File: config.mk
export PLATFORM = sky130hd
export DESIGN_NAME = msg_char_sequencer
export DESIGN_NICKNAME = d
export VERILOG_FILES = /design/src/rtl/msg_char_sequencer.sv
export SDC_FILE = /design/constraint.sdc
export NUM_CORES = 1
export LEC_CHECK = 0
export ABC_AREA = 1
export ABC_CLOCK_PERIOD_IN_PS = 1500
export CAP_MARGIN = 20
export CORE_MARGIN = 2
export CORE_UTILIZATION = 47
export DETAILED_ROUTE_END_ITERATION = 7
export HOLD_SLACK_MARGIN = 0.05
export PLACE_DENSITY = 0.76
export SKIP_CTS_REPAIR_TIMING = 1
export SLEW_MARGIN = 20
export SYNTH_ARGS = -nofsm -noshare
export SYNTH_HDL_FRONTEND = slang
export SYNTH_SLANG_ARGS = --single-unit
File: constraint.sdc
create_clock -name clk -period 1.5 [get_ports clk]
set_input_delay 0.3 -clock clk [delete_from_list [all_inputs] [get_ports clk]]
set_output_delay 0.3 -clock clk [all_outputs]
set_load 0.01 [all_outputs]
File: src/rtl/msg_char_sequencer.sv
// msg_char_sequencer: streams one of NUM_MSG fixed ASCII messages, one
// character per accepted valid/ready beat, in one-shot or loop mode.
module msg_char_sequencer #(
  parameter int DATA_W  = 8,
  parameter int NUM_MSG = 4,
  parameter int MAX_LEN = 16,
  parameter int CNT_W   = 8,
  localparam int IDX_W  = $clog2(MAX_LEN)
) (
  input  logic              clk,
  input  logic              reset,
  input  logic              en,
  input  logic              start,
  input  logic              stop,
  input  logic [1:0]        select,
  input  logic              mode,
  input  logic              q_ready,
  output logic [DATA_W-1:0] q_out,
  output logic              q_valid,
  output logic              sof,
  output logic              eof,
  output logic [IDX_W-1:0]  char_idx,
  output logic              busy,
  output logic              msg_done,
  output logic [CNT_W-1:0]  msg_count
);

  typedef enum logic {
    ST_IDLE   = 1'b0,
    ST_STREAM = 1'b1
  } state_t;

  state_t             state_q, state_n;
  logic [1:0]         sel_q, sel_n;
  logic               mode_q, mode_n;
  logic [IDX_W-1:0]   idx_q, idx_n;
  logic               valid_q, valid_n;
  logic               done_q, done_n;
  logic [CNT_W-1:0]   count_q, count_n;
  logic [DATA_W-1:0]  q_out_q, q_out_n;
  logic               sof_q, sof_n;
  logic               eof_q, eof_n;
  logic               xfer;

  // Selects outside the populated ROM fall back to message 0.
  function automatic logic [1:0] map_sel(input logic [1:0] s);
    return (int'(s) >= NUM_MSG) ? 2'd0 : s;
  endfunction

  // Index of the final character of each message.
  function automatic logic [IDX_W-1:0] last_idx(input logic [1:0] s);
    case (int'(s))
      0:       return IDX_W'(8);  // Guatemala
      1:       return IDX_W'(6);  // Quetzal
      2:       return IDX_W'(5);  // Zacapa
      default: return IDX_W'(4);  // Tikal
    endcase
  endfunction

  // Character ROM; unused positions read as zero.
  function automatic logic [7:0] rom_char(input logic [1:0] s, input logic [IDX_W-1:0] i);
    logic [7:0] ch;
    ch = 8'h00;
    case (int'(s))
      0: case (int'(i))
           0: ch = 8'h47; 1: ch = 8'h75; 2: ch = 8'h61; 3: ch = 8'h74; 4: ch = 8'h65;
           5: ch = 8'h6D; 6: ch = 8'h61; 7: ch = 8'h6C; 8: ch = 8'h61;
           default: ch = 8'h00;
         endcase
      1: case (int'(i))
           0: ch = 8'h51; 1: ch = 8'h75; 2: ch = 8'h65; 3: ch = 8'h74; 4: ch = 8'h7A;
           5: ch = 8'h61; 6: ch = 8'h6C;
           default: ch = 8'h00;
         endcase
      2: case (int'(i))
           0: ch = 8'h5A; 1: ch = 8'h61; 2: ch = 8'h63; 3: ch = 8'h61; 4: ch = 8'h70;
           5: ch = 8'h61;
           default: ch = 8'h00;
         endcase
      default: case (int'(i))
           0: ch = 8'h54; 1: ch = 8'h69; 2: ch = 8'h6B; 3: ch = 8'h61; 4: ch = 8'h6C;
           default: ch = 8'h00;
         endcase
    endcase
    return ch;
  endfunction

  // Next-state logic: message start, character advance, boundary, abort.
  // NOTE: every variable gets a default at the top so no path can infer a latch.
  always_comb begin
    state_n = state_q;
    sel_n   = sel_q;
    mode_n  = mode_q;
    idx_n   = idx_q;
    valid_n = 1'b0;
    done_n  = 1'b0;
    count_n = count_q;
    xfer    = valid_q & q_ready;
    case (state_q)
      ST_IDLE: begin
        if (start && en && !stop) begin
          state_n = ST_STREAM;
          sel_n   = map_sel(select);
          mode_n  = mode;
          idx_n   = '0;
          valid_n = 1'b1;
        end
      end
      ST_STREAM: begin
        if (stop) begin
          state_n = ST_IDLE;
          idx_n   = '0;
        end else if (xfer && (idx_q == last_idx(sel_q))) begin
          done_n  = 1'b1;
          count_n = count_q + CNT_W'(1);
          idx_n   = '0;
          if (mode_q) begin
            sel_n   = map_sel(select);
            mode_n  = mode;
            valid_n = en;
          end else begin
            state_n = ST_IDLE;
          end
        end else if (xfer) begin
          idx_n   = idx_q + IDX_W'(1);
          valid_n = en;
        end else begin
          valid_n = en;
        end
      end
      default: state_n = ST_IDLE;
    endcase
  end

  // Registered output values derived from the next position.
  always_comb begin
    q_out_n = '0;
    if (state_n == ST_STREAM) q_out_n = DATA_W'(rom_char(sel_n, idx_n));
    sof_n = valid_n && (idx_n == '0);
    eof_n = valid_n && (idx_n == last_idx(sel_n));
  end

  // State and output registers with synchronous reset.
  // NOTE: sequential state uses non-blocking assignments so all flops update together.
  always_ff @(posedge clk) begin
    if (reset) begin
      state_q <= ST_IDLE;
      sel_q   <= 2'd0;
      mode_q  <= 1'b0;
      idx_q   <= '0;
      valid_q <= 1'b0;
      done_q  <= 1'b0;
      count_q <= '0;
      q_out_q <= '0;
      sof_q   <= 1'b0;
      eof_q   <= 1'b0;
    end else begin
      state_q <= state_n;
      sel_q   <= sel_n;
      mode_q  <= mode_n;
      idx_q   <= idx_n;
      valid_q <= valid_n;
      done_q  <= done_n;
      count_q <= count_n;
      q_out_q <= q_out_n;
      sof_q   <= sof_n;
      eof_q   <= eof_n;
    end
  end

  assign q_out     = q_out_q;
  assign q_valid   = valid_q;
  assign sof       = sof_q;
  assign eof       = eof_q;
  assign char_idx  = idx_q;
  assign busy      = (state_q == ST_STREAM);
  assign msg_done  = done_q;
  assign msg_count = count_q;

endmodule

==> impl_metrics.env, run 1 <==
export IMPL_dp_hpwl_microns=3768
export IMPL_synth_ff_latch_count=27
export IMPL_routedWlPerCell_microns=13.43
export IMPL_setup_violations=18
export IMPL_drtIter0Drc=85
export IMPL_worst_slack_ns=-0.4100
export IMPL_crit_path_end_kind="flip-flop"
export IMPL_drv_cap=0
export IMPL_tritoncts="yes"
export IMPL_clockBufferDepth=2
export IMPL_min_period_ns=1.910
export IMPL_ant_nets=0
export IMPL_p_per_area_nw_per_um2=470.9
export IMPL_p_total_w=0.001369
export IMPL_grtUsageMet2=0.4230
export IMPL_io_pins=34
export IMPL_drv_slew=0
export IMPL_h_tree_depth=1
export IMPL_sw_frac_of_total=0.2683
export IMPL_critical_path_class="reg2reg"
export IMPL_wl_microns=5318
export IMPL_die_h_microns=65.74
export IMPL_antenna_found_initial=0
export IMPL_r2r_slack_ns=-0.41
export IMPL_drive_gt1_frac=0.4425
export IMPL_worstPathMaxFanout=5
export IMPL_critical_path_arrival_ns=2.10
export IMPL_yosysTopAreaCellShare=0.3017
export IMPL_track_usage=0.2274
export IMPL_use_met3=0.02055
export IMPL_timing_fmax_ghz=0.5236
export IMPL_synthFlopType="dfxtp_1"
export IMPL_area_growth_pct=62.29
export IMPL_globalplace_congestion=0.9232
export IMPL_synth_seq_area_share=0.3017
export IMPL_crit_buf_inv=2
export IMPL_p_clk_frac=0.329
export IMPL_p_leak_nw=1.598
export IMPL_dpl_worst_slack_ns=-0.7107
export IMPL_synth_fp_nets=277
export IMPL_power_internal_w=0.001002
export IMPL_cpLargestDelayFamily="simple AND/OR/NAND/NOR gates"
export IMPL_yosys_area_top_type="dfxtp_1"
export IMPL_cts_buffers=3
export IMPL_grt_overflow_total=0
export IMPL_synth_cells=266
export IMPL_grt_pass1_wl_microns=7569
export IMPL_netlist_area_sq_um=1792
export IMPL_viasPerCell=5.043
export IMPL_dieArea_sq_um=4322
export IMPL_synth_most_common_cell="nand2_1"
export IMPL_fin_crit_sh=1.273
export IMPL_met1_usage=0.2793
export IMPL_switchingPower_w=0.0003675
export IMPL_drc=0
export IMPL_status="finished, violations left"
export IMPL_vias=1997
export IMPL_synth_edff_count=0
export IMPL_yosys_top_cells_count="nand2_1 (73), nor2_1 (32), dfxtp_1 (27), inv_1 (27), nand3_1 (16)"
export IMPL_grt_busiest_layer="met2"
export IMPL_hold_path_class="reg2reg"
export IMPL_io_buffer_count=32
export IMPL_synth_avg_cell_area_sq_um=6.736
export IMPL_final_nets=360
export IMPL_cts_clk_slew_worst_paths_ns=0.10
export IMPL_crit_chain="ha_4 > o21ai_1 > a21oi_2 > buf_4 > a21oi_2 > nand3_2 > nand2_4 > nand3_1 > nand2_1 > nand3_1 > nand2_1 > inv_1"
export IMPL_hold_violations=0
export IMPL_critPathLaunchType="flip-flop"
export IMPL_share_comb_of_total_power=0.141
export IMPL_clk_insertion_delay_late_ns=0.28
export IMPL_yosys_warnings=0
export IMPL_fp_dieW_microns=65.74
export IMPL_num_antenna_cells=0
export IMPL_rows=22
export IMPL_cts_root_buffer="clkbuf_8"
export IMPL_violations="setup timing"
export IMPL_postLayoutCellArea_sq_um=2908
export IMPL_finClkSkew_ns=0.003387
export IMPL_grt_max_degree=18
export IMPL_start_util=0.4894
export IMPL_seqPwrFrac=0.530
export IMPL_cts_sinks=27
export IMPL_synth_async_sr_flop_share=0
export IMPL_ir_drop_uv=594.8
export IMPL_cpMaxStageDelayCell="dfxtp_4"
export IMPL_synth_area_leaders="dfxtp_1 (30%), nand2_1 (15%), nor2_1 (6.7%)"
export IMPL_ys_types=33
export IMPL_drt_first_pass_iters=4
export IMPL_slowest_delay_ns=0.39
export IMPL_final_util=0.7943
export IMPL_rsz0062_at_grt="yes"
export IMPL_grt_pass1_vias=1746
export IMPL_coreArea_sq_um=3661
export IMPL_place_area_sq_um=2502
export IMPL_required_ns=1.69
==> power groups by stage <==
stage          clock network [W]  registers [W]  logic (W)
2_1_floorplan                  0       0.000748  0.0000899
3_3_place_gp                   0       0.000744   0.000165
3_5_place_dp                   0       0.000744   0.000167
4_1_cts                 0.000452       0.000728   0.000168
5_1_grt                 0.000493       0.000727   0.000208
6_report                0.000451       0.000725   0.000193
==> final timing paths <==
kind,from,to,cells after the start
max,char_idx[1]$_SDFF_PP0_,q_out[5]$_SDFF_PP0_,12
min,msg_count[3]$_SDFFE_PP0P_,msg_count[3]$_SDFFE_PP0P_,1
max reg2reg,char_idx[1]$_SDFF_PP0_,q_out[5]$_SDFF_PP0_,12
min reg2reg,msg_count[3]$_SDFFE_PP0P_,msg_count[3]$_SDFFE_PP0P_,1
==> routing by layer <==
| metal | up-vias | routed length [microns] |
|---|---|---|
| met1 | 907 | 2103 |
| met2 | 70 | 2883 |
| li1 | 1011 | - |
| met4 | 0 | 78 |
| met5 | - | 0 |
| met3 | 9 | 252 |
==> layout by cell type (no fill, tap or decap), types with 2 or more instances in the layout <==
master	synthesis	routed
nor3b_2	0	2
clkbuf_8	0	3
nand3_2	4	9
buf_6	0	4
o21ai_0	10	5
dfxtp_2	0	8
nand2_4	7	10
nand2_2	6	16
nand2_8	1	2
nor2_1	32	26
clkdlybuf4s50_1	0	17
nor2_2	5	4
dfxtp_4	0	4
nand2_1	73	59
a21oi_1	14	12
inv_2	10	13
inv_1	27	18
o21ai_1	4	8
nand4_1	4	4
nand3_4	1	2
inv_4	0	6
a21oi_2	1	3
nor2_8	2	2
o21ai_4	0	2
dfxtp_1	27	15
nand3_1	16	10
buf_4	1	42
nor3_2	1	2
dlymetal6s2s_1	0	15
nor2_4	3	10
==> cells by family (layout without fill, tap and decap cells) <==
kind of cell	Yosys count	count (layout)	share of synthesized area
simple gates	163	163	0.4881
buf+inv	39	121	0.08380
compound gates	33	33	0.1055
flops	27	27	0.3017
fa+ha+maj	2	2	0.01396
other cells	1	1	0.002093
xor+xnor	1	1	0.004889
==> cell type report <==
cell class                 count  area, sq um
clock buffer                   3        41.29
clock inverter                 1        8.758
fill                         255        753.2
inverter                      37        153.9
multi-input combinational    200         1325
sequential                    27        565.5
tap                           48        60.06
timing repair buffer          80        753.2
==> sequential cells by signal (all words and copies together), names as in the netlist <==
signal,count
busy,1
char_idx,4
eof,1
mode_q,1
msg_count,8
msg_done,1
q_out,7
q_valid,1
sel_q,2
sof,1
==> metrics by stage <==
step	hold slack (ns)	setup TNS [ns]	instances
finish	0.4786	-3.856	396
CTS	0.4873	-6.077	384
global route	0.5030	-6.071	396
floorplan	0.4295	-0.8399	266
global placement	0.4427	-11.81	380
detailed placement	0.4694	-12.67	380
Note: power is estimated with default switching activity, not from simulation.
==> inputs of run 2 (changes only) <==
--- a/config.mk
+++ b/config.mk
@@ -7,7 +7,6 @@
 export LEC_CHECK = 0
 export ABC_AREA = 1
 export ABC_CLOCK_PERIOD_IN_PS = 1500
-export CAP_MARGIN = 20
 export CORE_MARGIN = 2
 export CORE_UTILIZATION = 47
 export DETAILED_ROUTE_END_ITERATION = 7
==> results of run 2 <==
The final DEF is identical to that of run 1; final timing and power are the same.
==> inputs of run 3 (changes only) <==
--- a/config.mk
+++ b/config.mk
@@ -10,6 +10,7 @@
 export CORE_MARGIN = 2
 export CORE_UTILIZATION = 47
 export DETAILED_ROUTE_END_ITERATION = 7
+export GPL_TIMING_DRIVEN = 0
 export HOLD_SLACK_MARGIN = 0.05
 export PLACE_DENSITY = 0.76
 export SKIP_CTS_REPAIR_TIMING = 1
==> run 3 against run 2 <==
  * The run still ends with setup timing left
  * Final cell count fell by 7.6%
  * Non-clock buffer count fell by 31
  * Routed wire length fell by 5.7%
  * Clock skew rose by 0.0048 ns
  * Worst setup slack improved by 0.053 ns
  * Cell area fell by 6.7%
  * First-iteration DRC count rose by 22%
  * Critical path type unchanged
  * Largest power group unchanged
==> impl_metrics.env, run 3 (synthesis gave the netlist of run 1 again) <==
export IMPL_status="finished, violations left"
export IMPL_violations="setup timing"
export IMPL_h_tree_depth=1
export IMPL_start_util=0.4894
export IMPL_vias=1893
export IMPL_crit_chain="inv_2 > nand2_1 > nand2_2 > nand2_4 > nor2_4 > nand3_4 > nand2_4 > nand3b_4 > a21oi_4 > nand3_1 > nand2_1 > nor2_1 > nor2_1"
export IMPL_cts_buffers=3
export IMPL_cpMaxStageDelayCell="dfxtp_4"
export IMPL_routedWlPerCell_microns=13.70
export IMPL_die_h_microns=65.74
export IMPL_grt_max_degree=18
export IMPL_drv_cap=0
export IMPL_timing_fmax_ghz=0.5385
export IMPL_required_ns=1.73
export IMPL_grt_pass1_vias=1520
export IMPL_num_antenna_cells=0
export IMPL_slowest_delay_ns=0.37
export IMPL_drt_first_pass_iters=4
export IMPL_multi_input_area_sq_um=1363
export IMPL_fillCellCount=258
export IMPL_cts_root_buffer="clkbuf_8"
export IMPL_grt_pass1_wl_microns=6630
export IMPL_dieArea_sq_um=4322
export IMPL_dp_hpwl_microns=3103
export IMPL_coreArea_sq_um=3661
export IMPL_tightest_slew_ns=0.5836
export IMPL_antenna_found_initial=0
export IMPL_slew_headroom=0.6109
export IMPL_drtIter0Drc=104
export IMPL_io_pins=34
export IMPL_cts_clk_slew_worst_paths_ns=0.10
export IMPL_rsz0062_at_grt="yes"
export IMPL_hold_violations=0
export IMPL_drive_gt1_frac=0.4088
export IMPL_hold_path_class="in2reg"
export IMPL_drc=0
export IMPL_rows=22
export IMPL_critical_path_class="reg2reg"
export IMPL_final_common_cell="nand2_1"
export IMPL_p_per_area_nw_per_um2=498.2
export IMPL_crit_path_end_kind="flip-flop"
export IMPL_grt_overflow_total=0
export IMPL_cts_sinks=27
export IMPL_clockBufferDepth=2
export IMPL_tritoncts="yes"
export IMPL_wl_microns=5013
export IMPL_worstPathMaxFanout=8
export IMPL_crit_buf_inv=1
export IMPL_globalplace_congestion=0.9214
export IMPL_fp_dieW_microns=65.74
export IMPL_final_nets=330
export IMPL_clk_insertion_delay_late_ns=0.28
export IMPL_final_setup_tns_ns=-4.085
export IMPL_min_period_ns=1.857
export IMPL_largest_reg_flops=8
export IMPL_io_buffer_count=32
export IMPL_postLayoutCellArea_sq_um=2713
export IMPL_track_usage=0.1964
export IMPL_critical_path_arrival_ns=2.09
export IMPL_ir_drop_uv=621.3
export IMPL_finClkSkew_ns=0.008181
export IMPL_cpLargestDelayFamily="simple AND/OR/NAND/NOR gates"
export IMPL_final_cell_mix="nand2_1 (54), nor2_1 (27), nand2_2 (20), inv_1 (17), dlymetal6s2s_1 (17)"
export IMPL_fin_crit_sh=1.238
export IMPL_place_area_sq_um=2243
export IMPL_drv_slew=0
export IMPL_setup_violations=16
export IMPL_critPathLaunchType="flip-flop"
export IMPL_regArea_sq_um=568.0
export IMPL_viasPerCell=5.172
export IMPL_ant_nets=0
export IMPL_area_growth_pct=51.40
export IMPL_worst_slack_ns=-0.3570
export IMPL_p_leak_nw=1.513
[run 3: changes by cell type in the layout (fill, tap and decap cells not counted), moves of 2 or more]
cell,previous run,this run
dlymetal6s2s_1,15,17
a21oi_2,3,7
nor3_2,2,0
buf_4,42,10
a21oi_1,12,8
nand2_1,59,54
clkdlybuf4s50_1,17,15
inv_2,13,15
inv_4,6,4
nand2_2,16,20
[run 3: layer usage]
| metal | GRT usage | part of all wire |
|---|---|---|
| met1 | 0.2569 | 0.43 |
| met2 | 0.3384 | 0.50 |
| met3 | 0.02397 | 0.044 |
| met4 | 0.05469 | 0.020 |
| met5 | 0 | 0 |
[run 3: final timing paths]
check                                               start                        end  slack (ns)  cells after the start
worst min-delay path                                   en             sof$_SDFF_PP0_        0.33                      3
worst min register to register  msg_count[7]$_SDFFE_PP0P_  msg_count[7]$_SDFFE_PP0P_        0.47                      1
worst max-delay path               char_idx[3]$_SDFF_PP0_        q_out[3]$_SDFF_PP0_       -0.36                     13
worst max register to register     char_idx[3]$_SDFF_PP0_        q_out[3]$_SDFF_PP0_       -0.36                     13
[run 3: area by class of cell]
class / count / share of cell area
well taps: 48 / 0.02214
repair buffers: 47 / 0.1868
inverters: 37 / 0.05673
flip-flops and latches: 27 / 0.2094
multi-input cells: 201 / 0.5023
clock buffers: 3 / 0.01522
plain buffers: 2 / 0.004151
clock inverters: 1 / 0.003229
[run 3: power by group]
| group | internal, W | switching, W | leakage (nW) |
|---|---|---|---|
| clock network | 0.000195 | 0.000251 | 0.0261 |
| logic | 0.0000779 | 0.000103 | 1.26 |
| registers | 0.000718 | 0.00000600 | 0.226 |
[run 3: through the flow]
step	power [W]	setup WS, ns	utilization	hold WS (ns)	cells
6_report	0.001352	-0.3570	0.7409	0.3348	366
5_1_grt	0.001409	-0.5034	0.7409	0.3641	366
4_1_cts	0.001336	-0.4764	0.6265	0.4673	350
3_5_place_dp	0.0008934	-0.7687	0.6128	0.4458	346
3_3_place_gp	0.0008933	-0.7594	0.6128	0.4418	346
2_1_floorplan	0.0008378	-0.1268	-	0.4295	266
[run 3: worst min-delay path: stages]
cell and delay [ns]:
dlymetal6s2s_1 0.14, inv_1 0.08, nor3_1 0.05
